**config.mk**
```make
export PLATFORM = sky130hd
export DESIGN_NAME = video_frame_sanitizer
export DESIGN_NICKNAME = d
export VERILOG_FILES = /design/src/rtl/video_frame_sanitizer.sv
export SDC_FILE = /design/constraint.sdc
export NUM_CORES = 1
export LEC_CHECK = 0
export ABC_CLOCK_PERIOD_IN_PS = 2100
export CAP_MARGIN = 25
export CORE_ASPECT_RATIO = 0.75
export CORE_MARGIN = 5
export CORE_UTILIZATION = 45
export DETAILED_ROUTE_END_ITERATION = 8
export GPL_TIMING_DRIVEN = 0
export PLACE_DENSITY = 0.77
export SLEW_MARGIN = 0
export SYNTH_ARGS = -nofsm -noshare
export SYNTH_HDL_FRONTEND = slang
export SYNTH_SLANG_ARGS = --single-unit
```
**constraint.sdc**
```tcl
create_clock -name clk_i -period 2.1 [get_ports clk_i]
set_input_delay 0.21 -clock clk_i [delete_from_list [all_inputs] [get_ports clk_i]]
set_output_delay 0.21 -clock clk_i [all_outputs]
set_load 0.01 [all_outputs]
```
**src/rtl/video_frame_sanitizer.sv**
```systemverilog
// Re-frames a raw AXI4-Stream video feed into fixed FRAME_RES_X x FRAME_RES_Y frames
// by padding short lines/frames, truncating long lines and discarding pre-SOF beats.
module video_frame_sanitizer #(
  parameter int                     TDATA_WIDTH = 16,
  parameter int                     FRAME_RES_X = 1920,
  parameter int                     FRAME_RES_Y = 1080,
  parameter logic [TDATA_WIDTH-1:0] PAD_VALUE   = '0
) (
  input  logic                     clk_i,
  input  logic                     rst_i,
  input  logic                     video_i_tvalid,
  output logic                     video_i_tready,
  input  logic [TDATA_WIDTH-1:0]   video_i_tdata,
  input  logic [TDATA_WIDTH/8-1:0] video_i_tstrb,
  input  logic [TDATA_WIDTH/8-1:0] video_i_tkeep,
  input  logic                     video_i_tlast,
  input  logic                     video_i_tid,
  input  logic                     video_i_tdest,
  input  logic                     video_i_tuser,
  output logic                     video_o_tvalid,
  input  logic                     video_o_tready,
  output logic [TDATA_WIDTH-1:0]   video_o_tdata,
  output logic [TDATA_WIDTH/8-1:0] video_o_tstrb,
  output logic [TDATA_WIDTH/8-1:0] video_o_tkeep,
  output logic                     video_o_tlast,
  output logic                     video_o_tid,
  output logic                     video_o_tdest,
  output logic                     video_o_tuser,
  output logic                     pad_o,
  output logic                     trunc_o
);

  localparam int SW = TDATA_WIDTH / 8;
  localparam int XW = (FRAME_RES_X > 1) ? $clog2(FRAME_RES_X) : 1;
  localparam int YW = (FRAME_RES_Y > 1) ? $clog2(FRAME_RES_Y) : 1;
  localparam logic [XW-1:0] X_MAX = XW'(FRAME_RES_X - 1);
  localparam logic [YW-1:0] Y_MAX = YW'(FRAME_RES_Y - 1);

  typedef enum logic [2:0] {
    WAIT_SOF,
    PASS,
    PAD_LINE,
    PAD_FRAME,
    DROP
  } state_t;

  state_t          state_reg, state_next;
  logic [XW-1:0]   x_reg, x_next;
  logic [YW-1:0]   y_reg, y_next;
  logic            pad_reg, pad_next;
  logic            trunc_reg, trunc_next;
  logic            last_tid_reg, last_tdest_reg;

  logic                   o_tvalid_reg;
  logic [TDATA_WIDTH-1:0] o_tdata_reg;
  logic [SW-1:0]          o_tstrb_reg, o_tkeep_reg;
  logic                   o_tlast_reg, o_tid_reg, o_tdest_reg, o_tuser_reg;

  logic load_en;
  logic x_at_max, y_at_max, at_origin, frame_end, early_sof;
  logic in_ready, in_hs;
  logic emit, emit_pad, beat_valid;

  logic [TDATA_WIDTH-1:0] beat_data;
  logic [SW-1:0]          beat_strb, beat_keep;
  logic                   beat_id, beat_dest;

  assign load_en   = !o_tvalid_reg | video_o_tready;
  assign x_at_max  = (x_reg == X_MAX);
  assign y_at_max  = (y_reg == Y_MAX);
  assign at_origin = (x_reg == '0) && (y_reg == '0);
  assign frame_end = x_at_max & y_at_max;
  assign early_sof = video_i_tvalid & video_i_tuser & !at_origin;

  always_comb begin
    state_next = state_reg;
    in_ready   = 1'b0;
    emit       = 1'b0;
    emit_pad   = 1'b0;
    pad_next   = 1'b0;
    trunc_next = 1'b0;
    case (state_reg)
      WAIT_SOF: begin
        // Junk ahead of the first SOF is swallowed; the SOF beat waits for room.
        in_ready = (video_i_tvalid & video_i_tuser) ? load_en : 1'b1;
        if (video_i_tvalid & video_i_tuser & load_en) begin
          emit       = 1'b1;
          state_next = PASS;
        end
      end
      PASS: begin
        if (early_sof) begin
          pad_next   = 1'b1;
          state_next = PAD_FRAME;
        end else begin
          in_ready = load_en;
          if (video_i_tvalid & load_en) begin
            emit = 1'b1;
            if (video_i_tlast & !x_at_max) begin
              pad_next   = 1'b1;
              state_next = PAD_LINE;
            end else if (!video_i_tlast & x_at_max) begin
              trunc_next = 1'b1;
              state_next = DROP;
            end else if (frame_end) begin
              state_next = WAIT_SOF;
            end
          end
        end
      end
      PAD_LINE: begin
        if (load_en) begin
          emit_pad = 1'b1;
          if (x_at_max) state_next = y_at_max ? WAIT_SOF : PASS;
        end
      end
      PAD_FRAME: begin
        if (load_en) begin
          emit_pad = 1'b1;
          if (frame_end) state_next = WAIT_SOF;
        end
      end
      DROP: begin
        // Counters sit at the origin here only when the truncated line closed the frame.
        if (video_i_tvalid & video_i_tuser) begin
          pad_next   = !at_origin;
          state_next = at_origin ? WAIT_SOF : PAD_FRAME;
        end else begin
          in_ready = 1'b1;
          if (video_i_tvalid & video_i_tlast) state_next = at_origin ? WAIT_SOF : PASS;
        end
      end
      default: state_next = WAIT_SOF;
    endcase
  end

  assign beat_valid = emit | emit_pad;
  assign in_hs      = video_i_tvalid & in_ready;

  always_comb begin
    x_next = x_reg;
    y_next = y_reg;
    if (beat_valid) begin
      if (x_at_max) begin
        x_next = '0;
        y_next = y_at_max ? '0 : y_reg + 1'b1;
      end else begin
        x_next = x_reg + 1'b1;
      end
    end
  end

  assign beat_data = emit_pad ? PAD_VALUE : video_i_tdata;
  assign beat_id   = emit_pad ? last_tid_reg : video_i_tid;
  assign beat_dest = emit_pad ? last_tdest_reg : video_i_tdest;

  genvar gi;
  generate
    for (gi = 0; gi < SW; gi++) begin : g_lane
      assign beat_strb[gi] = emit_pad | video_i_tstrb[gi];
      assign beat_keep[gi] = emit_pad | video_i_tkeep[gi];
    end
  endgenerate

  always_ff @(posedge clk_i or posedge rst_i) begin
    if (rst_i) begin
      state_reg      <= WAIT_SOF;
      x_reg          <= '0;
      y_reg          <= '0;
      pad_reg        <= 1'b0;
      trunc_reg      <= 1'b0;
      last_tid_reg   <= 1'b0;
      last_tdest_reg <= 1'b0;
      o_tvalid_reg   <= 1'b0;
      o_tdata_reg    <= '0;
      o_tstrb_reg    <= '0;
      o_tkeep_reg    <= '0;
      o_tlast_reg    <= 1'b0;
      o_tid_reg      <= 1'b0;
      o_tdest_reg    <= 1'b0;
      o_tuser_reg    <= 1'b0;
    end else begin
      state_reg <= state_next;
      x_reg     <= x_next;
      y_reg     <= y_next;
      pad_reg   <= pad_next;
      trunc_reg <= trunc_next;
      if (in_hs) begin
        last_tid_reg   <= video_i_tid;
        last_tdest_reg <= video_i_tdest;
      end
      if (load_en) begin
        o_tvalid_reg <= beat_valid;
        if (beat_valid) begin
          o_tdata_reg <= beat_data;
          o_tstrb_reg <= beat_strb;
          o_tkeep_reg <= beat_keep;
          o_tid_reg   <= beat_id;
          o_tdest_reg <= beat_dest;
          o_tuser_reg <= at_origin;
          o_tlast_reg <= x_at_max;
        end
      end
    end
  end

  // Ready is held low for the whole reset interval, not just after the first edge.
  assign video_i_tready = in_ready & !rst_i;

  assign video_o_tvalid = o_tvalid_reg;
  assign video_o_tdata  = o_tdata_reg;
  assign video_o_tstrb  = o_tstrb_reg;
  assign video_o_tkeep  = o_tkeep_reg;
  assign video_o_tlast  = o_tlast_reg;
  assign video_o_tid    = o_tid_reg;
  assign video_o_tdest  = o_tdest_reg;
  assign video_o_tuser  = o_tuser_reg;
  assign pad_o          = pad_reg;
  assign trunc_o        = trunc_reg;

endmodule

```
==> key figures, run 1 <==
Routing
  – Total wire length: 9.233 mm
  – Metal-1 WL: 4.061 mm
  – Met2 routed WL: 4.444 mm
  – DRC: 0
  – Max Used Layer: met4
  – Routed met3 length: 568 µm
  – Initial drt markers: 232
  – Via count: 2793
  – WL/cell: slightly below 20 µm
  – Antenna Nets Post-Route: 0
  – Drt pass-1 iters: 4
  – Drt via density: 5.819

Floorplan
  – Initial Utilization: roughly 47%
  – Area of the die: around 7900 µm²
  – Die Y: 78.21 µm
  – I/O pins: 56
  – Rows: 24
  – Core box area: between 5000 and 6000 µm²
  – Die Span X: 100.9 µm

Power and ir drop
  – Int Pwr: between 3000 and 4000 µW
  – Psw: between 2000 and 2500 µW
  – Logic pwr share: between 50% and 60%
  – Clock Power Share: 15.0%
  – Pwr Density: 1307 nW/µm²
  – VDD IR max: between 500 and 600 µV
  – LEAKAGE: about 0.0018 µW
  – Flop pwr share: 29.3%
  – Switching part of the total power: 38.82%

Place
  – DP Wirelength: ~5.3 mm
  – I/O Buffers: between 50 and 60
  – Final RePlAce weighted congestion: 0.9426

Layout
  – Util after Layout: 73.27%
  – Most frequent cells in the layout: clkdlybuf4s50_1 (53), dfrtp_1 (53), nand2_1 (37)
  – Fin nets: between 400 and 500
  – Antenna Cells: 0
  – Share of layout cells above drive strength 1: 33.33%
  – Max reg flops: 16
  – Synth-to-layout area growth: 55.27%

Timing
  – Pins Over Slew Limit: 0
  – Final setup vio count: slightly above 50
  – RSZ-0062 raised after global routing: yes
  – Worst Skew: 0.01004 ns
  – Slew margin rel.: 59.90%
  – Final Hold Fails: 0
  – Final worst path period need: 2.489 ns
  – Worst-margin pin slew: 0.6006 ns
  – Final setup margin: -0.3888 ns
  – Fmax: 401.8 MHz
  – Period utilization: 118.5%
  – TNS Setup: -7.244 ns

Synth
  – Syn Nets: 346
  – Top_reg_cell synth: dfrtp_1
  – Post-synth EDFFs: 0
  – Async SR Flop Fraction: 100.0%
  – Sequential fraction of the synthesis area: around half
  – Synth warnings: 0
  – Count of state elements after synthesis: 54
  – Synthesized instance count: 314
  – Number of distinct library cells after synthesis: 51
  – Avg Cell Area, Syn: 8.890 µm²
  – Mapped Area: 2791 µm²

Worst setup path
  – Worst EP arrival: roughly 2.3 ns
  – Crit path from: x_reg[0]
  – CP max FO: 2
  – CP Capture Type: primary output
  – Required time of the critical path: 1.89 ns
  – R2r setup slk: -0.31 ns
  – Reg-to-reg startpoint: x_reg[0]
  – Critical path launch point type: flop
  – Crit Path Category: reg2out
  – R2r endpoint: y_reg[7]
  – Worst Reg-to-Reg Cells: 12

Clock network
  – # hold bufs at CTS: 0
  – Clk_lat worst skew: 0.33 ns
  – Clock Pin Slew Worst Setup and Hold Paths: 0.11 ns
  – Clock buffer count from CTS: 5
  – CTS max path bufs: 2
  – CTS tree: done
  – CTS sink count: 54
  – CTS root buf: clkbuf_8
  – H-tree depth: 2

Global routing
  – Initial antenna violation count: 0
  – Global-route wire length before repair: 14.16 mm
  – Gr ovfl total: 0
  – Total Routing Usage GR: a little under a quarter
  – Vias in the first global route: 2721
  – Largest net degree at the start of global routing: 30

Run
  – Maxcap violations: 0

Outcome
  – Outcome: complete, but fails checks
  – Failing checks: setup timing

Worst hold path
  – Hold crit path type: in2async
-- worst max-delay path, stage by stage (launching register included) --
cell and delay, ns:
dfrtp_1 0.39, inv_1 0.07, ha_2 0.17, nor4b_4 0.23
nand4_1 0.19, or2_4 0.29, nand3_2 0.09, nand2_2 0.07
a2111oi_4 0.27, buf_2 0.18
-- power by group through the flow --
stage                     Combinational, µW  Sequential (µW)  Clock, µW
after floorplan                         956             1700          0
after global placement                 1850             1610          0
after detailed placement               1890             1620          0
after CTS                              2880             1630        856
after global routing                   3330             1710        900
final                                  3160             1660        849
-- logic make-up after synthesis --
kind of cell               after synthesis  share of synthesized area [%]
AOI/OAI and AO/OA                       81                          17.48
xor gates and xnor gates                 6                          1.883
adders and majority gates                4                          1.793
buffers and inverters                   28                          4.392
DFF                                     54                          48.41
muxes                                    6                          2.331
and+or+nand+nor                        135                          23.71
-- cell usage after synthesis, drive strengths merged (2+ instances only) --
| library cell | instances | area, µm² |
|---|---|---|
| nor3 | 5 | 30.03 |
| nor2 | 19 | 71.32 |
| and3 | 5 | 31.28 |
| ha | 4 | 50.05 |
| a31oi | 4 | 25.02 |
| nand2b | 7 | 43.79 |
| nor2b | 6 | 37.54 |
| a211oi | 3 | 22.52 |
| nor4 | 5 | 31.28 |
| nor4b | 3 | 26.28 |
| clkbuf | 9 | 33.78 |
| xnor2 | 2 | 17.52 |
| nor3b | 2 | 15.01 |
| nand2 | 63 | 236.5 |
| nand3 | 8 | 40.04 |
| inv | 12 | 45.04 |
| o31ai | 10 | 75.07 |
| o21ai | 48 | 244.0 |
| or3 | 4 | 30.03 |
| xor2 | 4 | 35.03 |
| a21oi | 3 | 15.01 |
| dfrtp | 54 | 1351 |
| buf | 7 | 43.79 |
| mux2i | 2 | 20.02 |
| mux2 | 4 | 45.04 |
-- area by class of cell --
type / instances / area, µm²
multi-input cells: 232 / 1700
fillers: 387 / 1582
flip-flops and latches: 54 / 1353
repair buffers: 83 / 875.8
plain buffers: 13 / 125.1
well taps: 78 / 97.59
clock buffers: 5 / 68.82
clock inverters: 3 / 68.82
inverters: 12 / 45.04
-- repair_timing --
action	CTS	global route
resized for setup	137	40
setup buffers	21	3
gates cloned	6	0
endpoints found under the setup margin	53	55
pin swaps	51	7
-- per-stage QoR --
step	power [µW]	hold slack (ns)	cells	setup slack, ns	area [µm²]
after floorplan	2656	0.2904	314	0.04350	2810
final	5667	0.3385	480	-0.3888	4334
after detailed placement	3509	0.4687	447	-0.8093	3468
after global routing	5944	0.3944	480	-0.5139	4334
after CTS	5361	0.3628	479	-0.3380	4204
after global placement	3458	0.4626	446	-0.7694	3448
-- worst max-delay path by stage --
stage | slack, ns | end
detailed placement | -0.81 | video_i_tready
CTS | -0.34 | video_i_tready
global placement | -0.77 | video_i_tready
finish | -0.39 | video_i_tready
global route | -0.51 | video_i_tready
floorplan | 0.04 | video_i_tready
-- layer usage --
metal | track usage (%) | up-vias
li1 | - | 1291
met1 | 32.66 | 1375
met2 | 35.35 | 111
met3 | 3.809 | 16
met4 | 5.445 | 0
met5 | 0 | -
(Power assumes the default switching activity.)
==> run 2: changes to the inputs <==
Settings changed: ABC_CLOCK_PERIOD_IN_PS 2100 to 3100, CELL_PAD_IN_SITES_DETAIL_PLACEMENT from default to 1, CELL_PAD_IN_SITES_GLOBAL_PLACEMENT from default to 1, CORE_UTILIZATION 45 to 41, HOLD_SLACK_MARGIN from default to 0.08, PLACE_DENSITY 0.77 to 0.87.
Clock period 2.1 ns to 3.1 ns, I/O delays scaled along.
==> run 2 against run 1 <==
The run now ends clean. Clock-buffer cell count unchanged. Final area shrank 18%. Critical path depth is the same. Cell count decreased by 3.8%. Sequential share of layout area rose by 6.6 points. Clock power shrank 51%. Flip-flop and latch count is the same. Die area up 8.6%. Total power shrank 50%. Critical path type unchanged.
==> key figures, run 2 (synthesis results as in run 1) <==
Outcome
  – Outcome: finished clean (was complete, but fails checks)

Clock network
  – CTS root buf: clkbuf_8 (unchanged)
  – CTS tree: done (unchanged)
  – CTS max path bufs: 2 (unchanged)
  – # hold bufs at CTS: 0 (unchanged)
  – CTS sink count: 54 (unchanged)
  – Clock Pin Slew Worst Setup and Hold Paths: 0.11 ns (about the same)
  – H-tree depth: 2 (unchanged)
  – Clock buffer count from CTS: 5 (unchanged)
  – Clk_lat worst skew: 0.32 ns (was 0.33 ns)

Layout
  – Antenna Cells: 0 (unchanged)
  – Fin nets: 409 (was 433)
  – Synth-to-layout area growth: 27.97% (was 55.27%)
  – Most frequent cells in the layout: nand2_1 (63), dfrtp_1 (54), clkdlybuf4s50_1 (53) (was clkdlybuf4s50_1 (53), dfrtp_1 (53), nand2_1 (37))
  – Share of layout cells above drive strength 1: 8.466% (was 33.33%)
  – Util after Layout: 53.30% (was 73.27%)
  – Commonest non-fill, non-tap cell in the layout: nand2_1
  – Max reg flops: 16 (unchanged)

Floorplan
  – Die Y: 81.46 µm (was 78.21 µm)
  – Rows: 26 (was 24)
  – Die Span X: 105.3 µm (was 100.9 µm)
  – I/O pins: 56 (unchanged)
  – Area of the die: 8576 µm² (was 7895 µm²)
  – Initial Utilization: 41.65% (was 47.19%)
  – Core box area: 6701 µm² (was 5916 µm²)

Routing
  – Via count: 2634 (was 2793)
  – Initial drt markers: 129 (was 232)
  – DRC: 0 (unchanged)
  – Drt via density: 5.701 (was 5.819)
  – Antenna Nets Post-Route: 0 (unchanged)
  – Total wire length: 8.679 mm (was 9.233 mm)
  – Drt pass-1 iters: 4 (unchanged)
  – WL/cell: 18.79 µm (was 19.24 µm)

Global routing
  – Largest net degree at the start of global routing: 30 (unchanged)
  – Total Routing Usage GR: 20.45% (was 22.52%)
  – Initial antenna violation count: 0 (unchanged)
  – Global-route wire length before repair: 13.99 mm (was 14.16 mm)
  – Vias in the first global route: 2768 (was 2721)
  – Gr ovfl total: 0 (unchanged)

Worst setup path
  – Required time of the critical path: 2.79 ns (was 1.89 ns)
  – R2r setup slk: 0.27 ns (was -0.31 ns)
  – CP Capture Type: primary output (unchanged)
  – Worst EP arrival: 2.65 ns (was 2.28 ns)
  – Critical path launch point type: flop (unchanged)
  – Crit Path Category: reg2out (unchanged)
  – CP max FO: 5 (was 2)

Run
  – Maxcap violations: 0 (unchanged)

Timing
  – Worst Skew: 0.01101 ns (was 0.01004 ns)
  – Worst-margin pin slew: 0.8952 ns (was 0.6006 ns)
  – Final setup vio count: 0 (was 51)
  – Fmax: between 300 and 400 MHz
  – Final worst path period need: 2.965 ns
  – Slew margin rel.: 39.77% (was 59.90%)
  – Final setup margin: 0.1352 ns (was -0.3888 ns)
  – Pins Over Slew Limit: 0 (unchanged)
  – Period utilization: 95.64%
  – Final Hold Fails: 0 (unchanged)
  – RSZ-0062 raised after global routing: no (was yes)

Worst hold path
  – Hold crit path type: in2async (unchanged)

Power and ir drop
  – VDD IR max: 347.6 µV (was 591.5 µV)
  – LEAKAGE: 0.001466 µW (was 0.001795 µW)
  – Pwr Density: 798.7 nW/µm² (was 1307 nW/µm²)

Place
  – Final RePlAce weighted congestion: 0.8833 (was 0.9426)
  – DP Wirelength: 6.434 mm (was 5.276 mm)
  – I/O Buffers: 54 (unchanged)
  – Pre-CTS setup slack: -0.07258 ns (was -0.8093 ns)
## run 2: through the flow
step / setup TNS (ns) / power [µW] / instance area (µm²) / hold slack, ns / instances
after floorplan: 0 / 1786 / 2791 / 0.3904 / 314
after global placement: 0 / 2358 / 3437 / 0.4630 / 452
after detailed placement: -0.07258 / 2441 / 3457 / 0.4748 / 453
after CTS: 0 / 2862 / 3553 / 0.4392 / 461
after global routing: 0 / 3042 / 3572 / 0.5107 / 462
final: 0 / 2853 / 3572 / 0.4356 / 462
## run 2: what timing repair did
action	in CTS	in global routing
gates cloned	0	0
setup endpoints to repair	1	1
buffers inserted	0	1
endpoints found under the hold margin	0	0
resized for setup	3	2
pin swaps	0	1
## run 2: path summary, 6_finish.rpt
check	to	cells after the start	startpoint
max in group asynchronous	video_o_tdata[4]	3	rst_i
worst max register to register	state_reg[0]	8	x_reg[0]
worst max-delay path	video_i_tready	9	x_reg[0]
min in group clk_i	video_o_tdata[3]	2	video_o_tdata[3]
worst min-delay path	state_reg[2]	2	rst_i
worst min register to register	video_o_tdata[3]	2	video_o_tdata[3]
## run 2: critical path, cell delays in order (launching register included)
cell and delay (ns):
dfrtp_1 0.44, inv_1 0.08, ha_1 0.13, nor4b_2 0.22, nand4_1 0.20, or2_2 0.39
nand3_1 0.13, nand2_1 0.08, a2111oi_2 0.36, dlygate4sd2_1 0.31
## run 2: report_power, final
part           total, µW  internal [µW]  switching (µW)
combinational       1330            585             748
clock                415            160             256
sequential          1100            932             173
## run 2: layout make-up
type,instances,area (µm²)
fill,804,3129
buffer,16,77.57
multi-input combinational,232,1336
sequential,54,1351
timing repair buffer,56,566.8
clock inverter,3,21.27
clock buffer,5,68.82
tap,84,105.1
inverter,12,45.04
## run 2: routing by layer
| layer | track usage, % | vias up | wire length [µm] |
|---|---|---|---|
| met1 | 27.57 | 1321 | 3920 |
| met2 | 33.46 | 68 | 4214 |
| met4 | 7.152 | 0 | 182 |
| li1 | - | 1222 | - |
| met3 | 3.692 | 23 | 363 |
| met5 | 0 | - | 0 |
==> RTL change: new RTL, flow settings as in run 2 <==
`y_reg` no longer has a reset.
--- a/src/rtl/video_frame_sanitizer.sv
+++ b/src/rtl/video_frame_sanitizer.sv
@@ -168,3 +168,2 @@
       x_reg          <= '0;
-      y_reg          <= '0;
       pad_reg        <= 1'b0;
@@ -184,3 +183,2 @@
       x_reg     <= x_next;
-      y_reg     <= y_next;
       pad_reg   <= pad_next;
@@ -206,2 +204,6 @@
 
+  always_ff @(posedge clk_i) begin
+    y_reg <= y_next;
+  end
+
   // Ready is held low for the whole reset interval, not just after the first edge.
Behaviour: no difference found for any inputs over 10 cycles, from zero or initial values and one cycle with rst_i high; that may be too few to reach the edited logic, so the function may still have changed.
==> RTL change against run 2 <==
Sequential cell count unchanged; final cell count down 5.8%; routed wire length shrank 13%; synthesized area down 2.0%; final area is 2.2% lower; highest routed layer unchanged; sequential power shrank 5%; total power decreased by 17%; worst setup slack got worse by 9.6 ps.
==> RTL change: results (changes against run 2) <==
[clocking]
cts_buffer_depth = 2  ; unchanged
htreeDepth = 2  ; unchanged

[global_routing]
grt_pass1_vias = 2503  ; -9.6%
grt_usage_pct = 18.48  ; -2.0 points
use_met1_pct = 24.02  ; -3.5 points
grt_max_degree = 31  ; +3.3%
grt_pass1_wl_um = 12570  ; -10%

[logic_synthesis]
synth_flop_cell = dfrtp_1
async_reset_ff_share_pct = 79.63  ; -20 points
synthMuxAreaShare_pct = 2.652  ; +0.32 points
yosysUniqueCellTypes = 43  ; -16%
syn_nets = 322  ; -6.9%
synth.area.top_cells = dfrtp_1 39%, edfxtp_1 12%, nand2_1 7.4%, o21ai_0 5.7%, nand3_1 2.7%
synth_edf_count = 11  ; +11
synth_xor_area_share_pct = 4.161  ; +2.3 points

[routing]
drt-total-wl_um = 7566  ; -13%
drt_iter0_drc = 102  ; -21%
wl_per_cell_um = 17.39  ; -7.4%
post_drt_via_cell_ratio = 5.474  ; -4.0%

[place]
dp.cells = 427  ; -5.7%
placed_area_mm2 = 0.003403  ; -1.6%
place_congestion = 0.8791  ; -0.48%

[setup_path]
cp_slowest_stage_delay_ps = 620  ; +180 ps
critical_path_arrival_ps = 2660  ; about the same
slowest_stage = or4_1
path_max_fanout = 6  ; +1

[cells_and_area]
num-fill-cells = 745  ; -7.3%
drive_gt1_share_pct = 6.497  ; -2.0 points
nNetsFinal = 385  ; -5.9%

[power]
max-vdd-ir-drop_v = 0.0002565  ; -26%
leakage_nw = 1.474  ; +0.56%

[status]
status = complete, no violations

[timing]
tightest_slew_ps = 805.5  ; -89.69 ps
finClkSkew_ps = 12.40  ; +1.389 ps

==> RTL change: cell types whose count changed in the layout (fill, tap and decap cells not counted), sizes merged, moves of 7 or more <==
cell | run 2 | this run
nand2 | 63 | 54
o31ai | 10 | 3
o21ai | 48 | 34
nand3 | 8 | 15
edfxtp | 0 | 11
dfrtp | 54 | 43
==> RTL change: path summary, 6_finish.rpt <==
path / from / to / slack (ps) / depth (start not counted)
min in group clk_i: video_o_tdata[11]$_DFFE_PP0P_ / video_o_tdata[11]$_DFFE_PP0P_ / 490 / 2
max in group asynchronous: rst_i / x_reg[4]$_DFFE_PP0N_ / 2310 / 3
worst min-delay path: rst_i / video_o_tstrb[1]$_DFFE_PP0P_ / 320 / 2
worst min register to register: video_o_tdata[11]$_DFFE_PP0P_ / video_o_tdata[11]$_DFFE_PP0P_ / 490 / 2
worst max-delay path: x_reg[2]$_DFFE_PP0N_ / video_i_tready / 130 / 7
worst max register to register: x_reg[2]$_DFFE_PP0N_ / y_reg[10]$_SDFFCE_PN0P_ / 150 / 7
==> RTL change: what timing repair did <==
item,CTS,global route
pin swaps,0,1
setup endpoints to repair,1,12
gates cloned,0,0
buffers inserted,0,0
resized for setup,1,0
==> RTL change: routing by layer <==
metal / part of all wire [%] / wire length (um)
met1: 46 / 3516
met3: 3.8 / 290
met5: 0 / 0
met4: 1.4 / 105
met2: 48 / 3653
==> RTL change: metrics by stage <==
stage	setup slack, ps	utilization [%]	power [mW]
final	125.5	54.75	2.376
after floorplan	486.3	-	1.513
after CTS	100.6	54.75	2.395
after global placement	171.2	52.94	1.926
after detailed placement	144.8	53.33	1.978
after global routing	2.001	54.75	2.542
==> RTL change: where the power goes <==
part / internal (mW) / switching (mW) / total (mW)
registers: 0.902 / 0.137 / 1.04
clock network: 0.181 / 0.235 / 0.416
logic: 0.444 / 0.477 / 0.921
==> RTL change: final cells by class <==
cell class	count	area (um^2)	area share, %
timing repair buffer	56	564.3	16.15
inverter	11	41.29	1.182
buffer	14	71.32	2.042
tap	81	101.3	2.901
sequential	54	1406	40.26
multi-input combinational	211	1217	34.85
clock buffer	7	86.33	2.471
clock inverter	1	5.005	0.1433
==> RTL change: logic make-up (layout without fill, tap and decap cells) <==
kind of cell / after synthesis / count (layout)
DFF: 54 / 54
and+or+nand+nor: 126 / 126
AOI/OAI and AO/OA: 61 / 61
adders and majority gates: 4 / 4
xor gates and xnor gates: 13 / 13
muxes: 7 / 7
buffers and inverters: 25 / 89
